==> config.mk <==
export PLATFORM = sky130hd
export DESIGN_NAME = pp_column_loader_flat
export DESIGN_NICKNAME = d
export VERILOG_FILES = /design/src/rtl/pp_column_loader_if.sv /design/src/rtl/pp_column_loader.sv /design/src/flat_wrapper.sv
export SDC_FILE = /design/constraint.sdc
export NUM_CORES = 1
export LEC_CHECK = 0
export ABC_AREA = 1
export BUFFER_PORTS_ARGS = -buffer_cell sky130_fd_sc_hd__buf_4
export CAP_MARGIN = 25
export CORE_MARGIN = 3
export CORE_UTILIZATION = 45
export DETAILED_ROUTE_END_ITERATION = 10
export MAX_ROUTING_LAYER = met4
export PLACE_DENSITY = 0.68
export SYNTH_ARGS = -nofsm -noshare
export SYNTH_HDL_FRONTEND = slang
export SYNTH_SLANG_ARGS = --single-unit
==> constraint.sdc <==
create_clock -name clk -period 1.8 [get_ports clk]
set_input_delay 0.36 -clock clk [delete_from_list [all_inputs] [get_ports clk]]
set_output_delay 0.36 -clock clk [all_outputs]
set_load 0.02 [all_outputs]
==> src/rtl/pp_column_loader_if.sv <==
// rtl/pp_column_loader_if.sv - serial operand beat stream in, partial-product column frame out.
// cols packs column k at bit offset sum(width of columns 0..k-1); total width is W*W.
interface pp_column_loader_if #(
    parameter int W = 20
);
    localparam int NB = W * W;

    logic          in_valid;
    logic          in_ready;
    logic          a_bit;
    logic          b_bit;
    logic          out_valid;
    logic          out_ready;
    logic [NB-1:0] cols;

    modport slave (
        input  in_valid, a_bit, b_bit, out_ready,
        output in_ready, out_valid, cols
    );

    modport master (
        output in_valid, a_bit, b_bit, out_ready,
        input  in_ready, out_valid, cols
    );
endinterface

==> src/rtl/pp_column_loader.sv <==
// rtl/pp_column_loader.sv - bit-serial operand loader and AND-array partial-product column generator.
// Shifts in W-bit A/B LSB first, then holds registered columns src0..src(2W-2) under valid/ready.
module pp_column_loader #(
    parameter int W = 20
) (
    input  logic                 clk,
    input  logic                 rst_n,
    input  logic                 flush,
    pp_column_loader_if.slave    io
);
    localparam int NB = W * W;
    localparam int CW = (W > 1) ? $clog2(W) : 1;

    typedef enum logic {
        S_LOAD = 1'b0,
        S_HOLD = 1'b1
    } state_t;

    function automatic int col_w(input int k);
        return ((k < 2*W-2-k) ? k : 2*W-2-k) + 1;
    endfunction

    function automatic int col_off(input int k);
        int s;
        s = 0;
        for (int m = 0; m < k; m++) s += col_w(m);
        return s;
    endfunction

    state_t        state_q, state_d;
    logic [CW-1:0] cnt_q, cnt_d;
    logic [W-1:0]  a_q, a_d, b_q, b_d;
    logic [NB-1:0] cols_q, cols_d;
    logic [W-1:0]  a_new, b_new;
    logic [NB-1:0] pp;

    assign a_new = {io.a_bit, a_q[W-1:1]};
    assign b_new = {io.b_bit, b_q[W-1:1]};

    // Columns are formed from the post-shift operands so the completing beat lands in the frame.
    for (genvar k = 0; k < 2*W-1; k++) begin : g_col
        for (genvar j = 0; j < col_w(k); j++) begin : g_bit
            localparam int I = j + ((k > W-1) ? (k - W + 1) : 0);
            assign pp[col_off(k) + j] = a_new[I] & b_new[k - I];
        end
    end

    always_comb begin
        state_d = state_q;
        cnt_d   = cnt_q;
        a_d     = a_q;
        b_d     = b_q;
        cols_d  = cols_q;
        if (flush) begin
            state_d = S_LOAD;
            cnt_d   = '0;
        end else begin
            case (state_q)
                S_LOAD: begin
                    if (io.in_valid) begin
                        a_d = a_new;
                        b_d = b_new;
                        if (cnt_q == CW'(W-1)) begin
                            cnt_d   = '0;
                            cols_d  = pp;
                            state_d = S_HOLD;
                        end else begin
                            cnt_d = cnt_q + CW'(1);
                        end
                    end
                end
                S_HOLD: begin
                    if (io.out_ready) state_d = S_LOAD;
                end
                default: state_d = S_LOAD;
            endcase
        end
    end

    always_ff @(posedge clk or negedge rst_n) begin
        if (!rst_n) begin
            state_q <= S_LOAD;
            cnt_q   <= '0;
            a_q     <= '0;
            b_q     <= '0;
            cols_q  <= '0;
        end else begin
            state_q <= state_d;
            cnt_q   <= cnt_d;
            a_q     <= a_d;
            b_q     <= b_d;
            cols_q  <= cols_d;
        end
    end

    assign io.in_ready  = (state_q == S_LOAD);
    assign io.out_valid = (state_q == S_HOLD);
    assign io.cols      = cols_q;
endmodule

==> src/flat_wrapper.sv <==
// flat-port wrapper written by rule: the top's interface ports become plain ports
module pp_column_loader_flat 
#(
    parameter int W = 20
)
  (clk, rst_n, flush, io_in_valid, io_a_bit, io_b_bit, io_out_ready, io_in_ready, io_out_valid, io_cols);
  pp_column_loader_if #(.W(W)) io_i ();
  input  logic clk;
  input  logic rst_n;
  input  logic flush;
  input wire logic [$bits(io_i.in_valid)-1:0] io_in_valid;
  input wire logic [$bits(io_i.a_bit)-1:0] io_a_bit;
  input wire logic [$bits(io_i.b_bit)-1:0] io_b_bit;
  input wire logic [$bits(io_i.out_ready)-1:0] io_out_ready;
  output wire logic [$bits(io_i.in_ready)-1:0] io_in_ready;
  output wire logic [$bits(io_i.out_valid)-1:0] io_out_valid;
  output wire logic [$bits(io_i.cols)-1:0] io_cols;
  assign io_i.in_valid = io_in_valid;
  assign io_i.a_bit = io_a_bit;
  assign io_i.b_bit = io_b_bit;
  assign io_i.out_ready = io_out_ready;
  assign io_in_ready = io_i.in_ready;
  assign io_out_valid = io_i.out_valid;
  assign io_cols = io_i.cols;
  pp_column_loader #(.W(W)) u_core (.clk(clk), .rst_n(rst_n), .flush(flush), .io(io_i));
endmodule
==> summary.md, run 1 <==
| Metric | Value |
|---|---|
| Fin cells | `approximately 2,900` |
| Ports | `around 410` |
| Core footprint | `38,900 um^2` |
| Number of diodes | `0` |
| Combinational share of power | `0.115` |
| Worst endpoint required time | `2.26 ns` |
| Clock Power Share | `0.425` |
| Setup violations, final | `0` |
| Die area | `42,100 um^2` |
| Worst-path clk slew | `approximately 0.06 ns` |
| FILL cells | `around 3,400` |
| Total gr overflow | `0` |
| CTS root buf | `clkbuf_16` |
| Setup bufs post-CTS | `0` |
| P per Cell Area | `roughly 960 nW/um^2` |
| Total number of vias | `approximately 15,000` |
| CTS tree | `yes` |
| Leakage | `~11 nW` |
| Area grow syn2layout | `30.4%` |
| Run status | `complete, no violations` |
| # placed instances | `between 2,000 and 3,000` |
| RSZ-0062 raised after global routing | `false` |
| Synth Instances | `~2,000` |
| Worst slew pin tran | `approximately 0.54 ns` |
| Drt pass-1 iters | `6` |
| Port Buf Inserts | `just over 400` |
| Peak Freq | `589 MHz` |
| Num rows | `72` |
| Worst vdd ir | `0.655 mV` |
| Final instance area | `about 23,000 um^2` |
| Placer Congestion | `between 0.8 and 0.9` |
| Largest net degree at the start of global routing | `97` |
| Worst-path maximum fanout | `46` |
| Routed Antenna Nets | `0` |
| Layout cells sized above 1 | `0.265` |
| Critical Path Start Type | `flop` |
| Avg Synthesized Cell Area | `between 9 and 10 um^2` |
| Commonest non-fill, non-tap cells in the layout | `nand2_1, buf_4, dfrtp_1, o21ai_1, clkbuf_16` |
| Worst Path Arrival | `roughly 2.2 ns` |
| Detailed Place HPWL | `~40,000 um` |
| Net Count, Synth | `slightly below 2,000` |
| H-tree depth | `2` |
| Pins Over Slew Limit | `0` |
| Power share of the sequential group | `0.459` |
| DRC viols | `0` |
| Worst skew pair latency | `roughly 0.58 ns` |
| Max Clock Skew | `around 0.032 ns` |
| Wire length per cell | `20.6 um` |
| Initial Util | `0.459` |
| # Max-Cap Violations | `0` |
| Yosys reg bits | `444` |
| Crit Path Class | `reg2reg` |
| Initial antenna violation count | `0` |
| Post-synth cell types | `21` |
| Register area share after synthesis | `0.623` |
| Commonest non-fill, non-tap cell in the layout | `nand2_1` |
| Yosys Warn Count | `0` |
| Die Ht | `205 um` |
| Rel. slew slack | `0.641` |
| Final hold vios | `0` |
| Switching part of the total | `0.275` |
| CP Capture Type | `flop` |
| Initial DRC count | `1,118` |
| Sequential Area | `about 11,000 um^2` |
| Synth Cell Area | `between 15,000 and 20,000 um^2` |
| Inserted Clock Buffers | `46` |
| Total GRT Usage | `0.292` |
| Minimum clock period | `approximately 1.7 ns` |
| Final period utilization | `0.944` |
| Setup TNS | `0 ns` |
| Via density | `around 5.2` |
| Sink Count | `444` |
| Max Root-Sink Buffers | `3` |
| Multi-input gate area | `5690 um^2` |
| Post-DP Area | `21,700 um^2` |
| Layout Nets | `~2,400` |
| Hold Path Class | `in2reg` |
| P_sw | `just over 6 mW` |
| Int Pwr | `about 16 mW` |
| Routed WL | `between 60,000 and 70,000 um` |
| Vias in the first global route | `14,800` |
| Die W | `205 um` |
| First-pass GRT wire length | `about 90,000 um` |
-- worst max-delay path, cell delays in order (launching register included) --
cell,delay [ns]
dfrtp_1,0.39
ha_2,0.23
nand2_1,0.10
nor2_4,0.17
nand2_8,0.12
buf_12,0.18
buf_12,0.19
nand2_1,0.09
o21ai_1,0.09
-- cells by family (layout without fill, tap and decap cells) --
logic type / count (synthesis) / in the layout / synth area share
compound gates: 404 / 404 / 0.120
xor+xnor: 1 / 1 / 0.000491
fa+ha+maj: 1 / 1 / 0.000701
buf+inv: 184 / 616 / 0.0598
flops: 444 / 444 / 0.623
simple gates: 929 / 929 / 0.197
-- state kept, by name (all words and copies together) (netlist names) --
name	count
u_core.io.cols	400
u_core.io.out_valid	1
u_core.a_q	19
u_core.cnt_q	5
u_core.b_q	19
-- power by group through the flow --
stage	combinational [mW]	sequential, mW	clock [mW]
finish	2.57	10.2	9.49
global route	2.72	10.3	10.1
CTS	2.57	10.2	9.66
detailed placement	2.56	10.4	0
global placement	2.53	10.4	0
floorplan	1.01	10.4	0
-- synth_stat cells --
cell type / instances / area, um^2
dfrtp_1: 444 / 11100
o31ai_1: 1 / 7.51
xor2_1: 1 / 8.76
nand3b_1: 1 / 7.51
clkbuf_1: 119 / 447
nand4_1: 2 / 12.5
buf_1: 1 / 3.75
nand2_1: 920 / 3450
nand3_1: 2 / 10.0
a21oi_1: 1 / 5.00
nand2_2: 1 / 6.26
buf_6: 49 / 552
nor2_1: 2 / 7.51
inv_1: 6 / 22.5
o21ai_1: 353 / 1770
o21ai_2: 30 / 263
o21ai_0: 19 / 95.1
ha_1: 1 / 12.5
buf_2: 7 / 35.0
nor2_4: 1 / 11.3
inv_2: 2 / 7.51
-- worst paths after layout --
check | start | end | slack [ns] | cells past startpoint
min in group asynchronous | rst_n | u_core.io.cols[40] | 0.25 | 2
worst min-delay path | io_in_valid | u_core.cnt_q[2] | 0.17 | 4
worst max-delay path | u_core.cnt_q[1] | u_core.io.cols[234] | 0.10 | 8
worst min register to register | u_core.io.cols[385] | u_core.io.cols[385] | 0.48 | 2
worst max register to register | u_core.cnt_q[1] | u_core.io.cols[234] | 0.10 | 8
max in group asynchronous | rst_n | u_core.io.cols[338] | 0.80 | 3
-- timing repair --
| action | 4_1_cts | 5_1_grt |
|---|---|---|
| endpoints found under the setup margin | 0 | 10 |
| gates resized for setup | 0 | 1 |
| hold buffers | 3 | 0 |
| endpoints found under the hold margin | 72 | 0 |
-- per-stage QoR --
stage                     setup slack (ns)  total power, mW   util  hold WS, ns
after floorplan                      0.204             11.4      -       0.0644
after global placement               0.155             13.0  0.558        0.238
after detailed placement             0.109             13.0  0.558        0.241
after CTS                           0.0838             22.5  0.598        0.142
after global routing                0.0156             23.1  0.598        0.178
final                                0.102             22.3  0.598        0.172
-- layout make-up --
cell class	instances	share of cell area
clock buffer	67	0.0594
clock inverter	16	0.00559
inverter	8	0.00129
multi-input combinational	1335	0.245
sequential	444	0.477
tap	518	0.0278
timing repair buffer	525	0.184
-- metal layers --
layer | share of wire | up-vias | global-route usage
met4 | 0.038 | 0 | 0.108
met3 | 0.089 | 145 | 0.0704
li1 | - | 7042 | -
met2 | 0.46 | 660 | 0.445
met5 | 0 | - | -
met1 | 0.41 | 7255 | 0.383
(Power assumes the default switching activity.)
==> run 2, diff against run 1 <==
- BUFFER_PORTS_ARGS: -buffer_cell sky130_fd_sc_hd__buf_4 -> -buffer_cell sky130_fd_sc_hd__buf_2
- REMOVE_ABC_BUFFERS: not set -> 1
==> summary.md, run 2 (same netlist as run 1, synthesis figures left out) <==
| Metric | Value |
|---|---|
| Run status | `complete, no violations (unchanged)` |
| Commonest non-fill, non-tap cells in the layout | `nand2_1, dfrtp_1, buf_2, o21ai_1, buf_4 (was nand2_1, buf_4, dfrtp_1, o21ai_1, clkbuf_16)` |
| DRC viols | `0 (unchanged)` |
| Rel. slew slack | `0.604 (was 0.641)` |
| Setup violations, final | `0 (unchanged)` |
| Layout cells sized above 1 | `0.262 (was 0.265)` |
| Hold Path Class | `in2reg (unchanged)` |
| Port Buf Inserts | `408 (unchanged)` |
| Worst-path clk slew | `0.06 ns (about the same)` |
| Setup TNS | `0 ns (unchanged)` |
| Area grow syn2layout | `25.3% (was 30.4%)` |
| CP bufs+invs | `2 (unchanged)` |
| Drt pass-1 iters | `8 (was 6)` |
| Die area | `42,100 um^2 (unchanged)` |
| Crit path max-delay cell type | `dfrtp_1 (unchanged)` |
| Final hold vios | `0 (unchanged)` |
| Largest net degree at the start of global routing | `103 (was 97)` |
| Commonest non-fill, non-tap cell in the layout | `nand2_1 (unchanged)` |
| Num rows | `72 (unchanged)` |
| Place WS | `0.114 ns (was 0.109 ns)` |
| Core footprint | `38,900 um^2 (unchanged)` |
| Max Root-Sink Buffers | `3 (unchanged)` |
| Ports | `409 (unchanged)` |
| Initial DRC count | `1,095 (was 1,118)` |
| Vias in the first global route | `14,200 (was 14,800)` |
| Fin util | `0.574 (was 0.598)` |
| Multi-input gate area | `5690 um^2 (about the same)` |
| Total GRT Usage | `0.262 (was 0.292)` |
| Worst-path cell chain | `ha_1 > nand2_1 > nor2_4 > nand2_8 > buf_12 > buf_12 > nand2_1 > o21ai_0 (was ha_2 > nand2_1 > nor2_4 > nand2_8 > buf_12 > buf_12 > nand2_1 > o21ai_1)` |
| Die Ht | `205 um (unchanged)` |
| Pins Over Slew Limit | `0 (unchanged)` |
| Crit Path Class | `reg2reg (unchanged)` |
| Inserted Clock Buffers | `46 (unchanged)` |
| # Max-Cap Violations | `0 (unchanged)` |
| P per Cell Area | `1010 nW/um^2 (was 958 nW/um^2)` |
| Initial Util | `0.459 (unchanged)` |
| CTS root buf | `clkbuf_16 (unchanged)` |
| First-pass GRT wire length | `83,200 um (was 89,900 um)` |
| Sink Count | `444 (unchanged)` |
| Via density | `5.10 (was 5.18)` |
| CP Capture Type | `flop (unchanged)` |
| Placer Congestion | `0.819 (was 0.848)` |
| Detailed Place HPWL | `36,100 um (was 40,000 um)` |
| Routed WL | `54,000 um (was 60,000 um)` |
| Final hold slack | `0.0940 ns (was 0.172 ns)` |
| Leakage | `11.1 nW (was 11.0 nW)` |
| H-tree depth | `2 (unchanged)` |
| Die W | `205 um (unchanged)` |
| CP top delay family | `simple AND/OR/NAND/NOR gates (unchanged)` |
| Worst slew pin tran | `0.594 ns (was 0.537 ns)` |
| Final period utilization | `0.946 (was 0.944)` |
| Worst vdd ir | `0.549 mV (was 0.655 mV)` |
| Wire length per cell | `18.6 um (was 20.6 um)` |
| Slowest stage delay, CP | `0.41 ns (was 0.39 ns)` |
| FILL cells | `3,494 (was 3,390)` |
| Critical Path Start Type | `flop (unchanged)` |
| CTS tree | `yes (unchanged)` |
| Worst-path maximum fanout | `28 (was 46)` |
| Fin worst setup slack | `0.0966 ns (was 0.102 ns)` |
| Routed Antenna Nets | `0 (unchanged)` |
| Layout Nets | `2,361 (was 2,368)` |
| Total gr overflow | `0 (unchanged)` |
| Worst skew pair latency | `0.57 ns (was 0.58 ns)` |
| Max reg flops | `400 (unchanged)` |
| Sequential Area | `11,100 um^2 (unchanged)` |
| Initial antenna violation count | `1 (was 0)` |
| Total number of vias | `14,800 (was 15,100)` |
| Final total power | `22.5 mW (was 22.3 mW)` |
| Worst Path Arrival | `2.15 ns (was 2.16 ns)` |
| Max Clock Skew | `0.0131 ns (was 0.0316 ns)` |
| Minimum clock period | `1.70 ns (about the same)` |
| Peak Freq | `587 MHz (was 589 MHz)` |
| Worst endpoint required time | `2.24 ns (was 2.26 ns)` |
[run 2: cell type report]
| class | count | area share |
|---|---|---|
| Antenna cell | 1 | 0.000112 |
| Clock buffer | 68 | 0.0634 |
| Clock inverter | 14 | 0.00773 |
| Inverter | 8 | 0.00134 |
| Multi-Input combinational cell | 1335 | 0.254 |
| Sequential cell | 444 | 0.497 |
| Tap cell | 518 | 0.0290 |
| Timing Repair Buffer | 518 | 0.147 |
[run 2: repair_timing]
action                     CTS  global route
setup endpoints to repair    0            38
hold buffers                 2             0
resized for setup            0             3
hold endpoints to repair    61             0
buffers inserted             0             1
[run 2: final timing paths]
check,startpoint,end,slack (ns),cells after the start
worst max-delay path,u_core.cnt_q[0],u_core.io.cols[387],0.1,8
worst min-delay path,flush,u_core.io.out_valid,0.09,2
worst max register to register,u_core.cnt_q[0],u_core.io.cols[387],0.1,8
worst min register to register,u_core.io.cols[372],u_core.io.cols[372],0.48,2
max in group asynchronous,rst_n,u_core.io.cols[144],0.65,3
min in group asynchronous,rst_n,u_core.io.cols[80],0.27,2
[run 2: power breakdown]
part	internal [mW]	switching, mW
combinational	0.568	1.61
sequential	10.1	0.259
clock	6.00	3.91
[run 2: routing by layer]
layer | up-vias | track usage | share of wire
met5 | - | - | 0
met3 | 98 | 0.0369 | 0.067
met2 | 513 | 0.415 | 0.48
li1 | 7043 | - | -
met4 | 0 | 0.0813 | 0.026
met1 | 7162 | 0.353 | 0.43
[run 2: through the flow]
stage	instances	cell area, um^2
4_1_cts	2904	22300
5_1_grt	2906	22400
3_3_place_gp	2820	20700
6_report	2906	22400
2_1_floorplan	1787	16800
3_5_place_dp	2820	20700
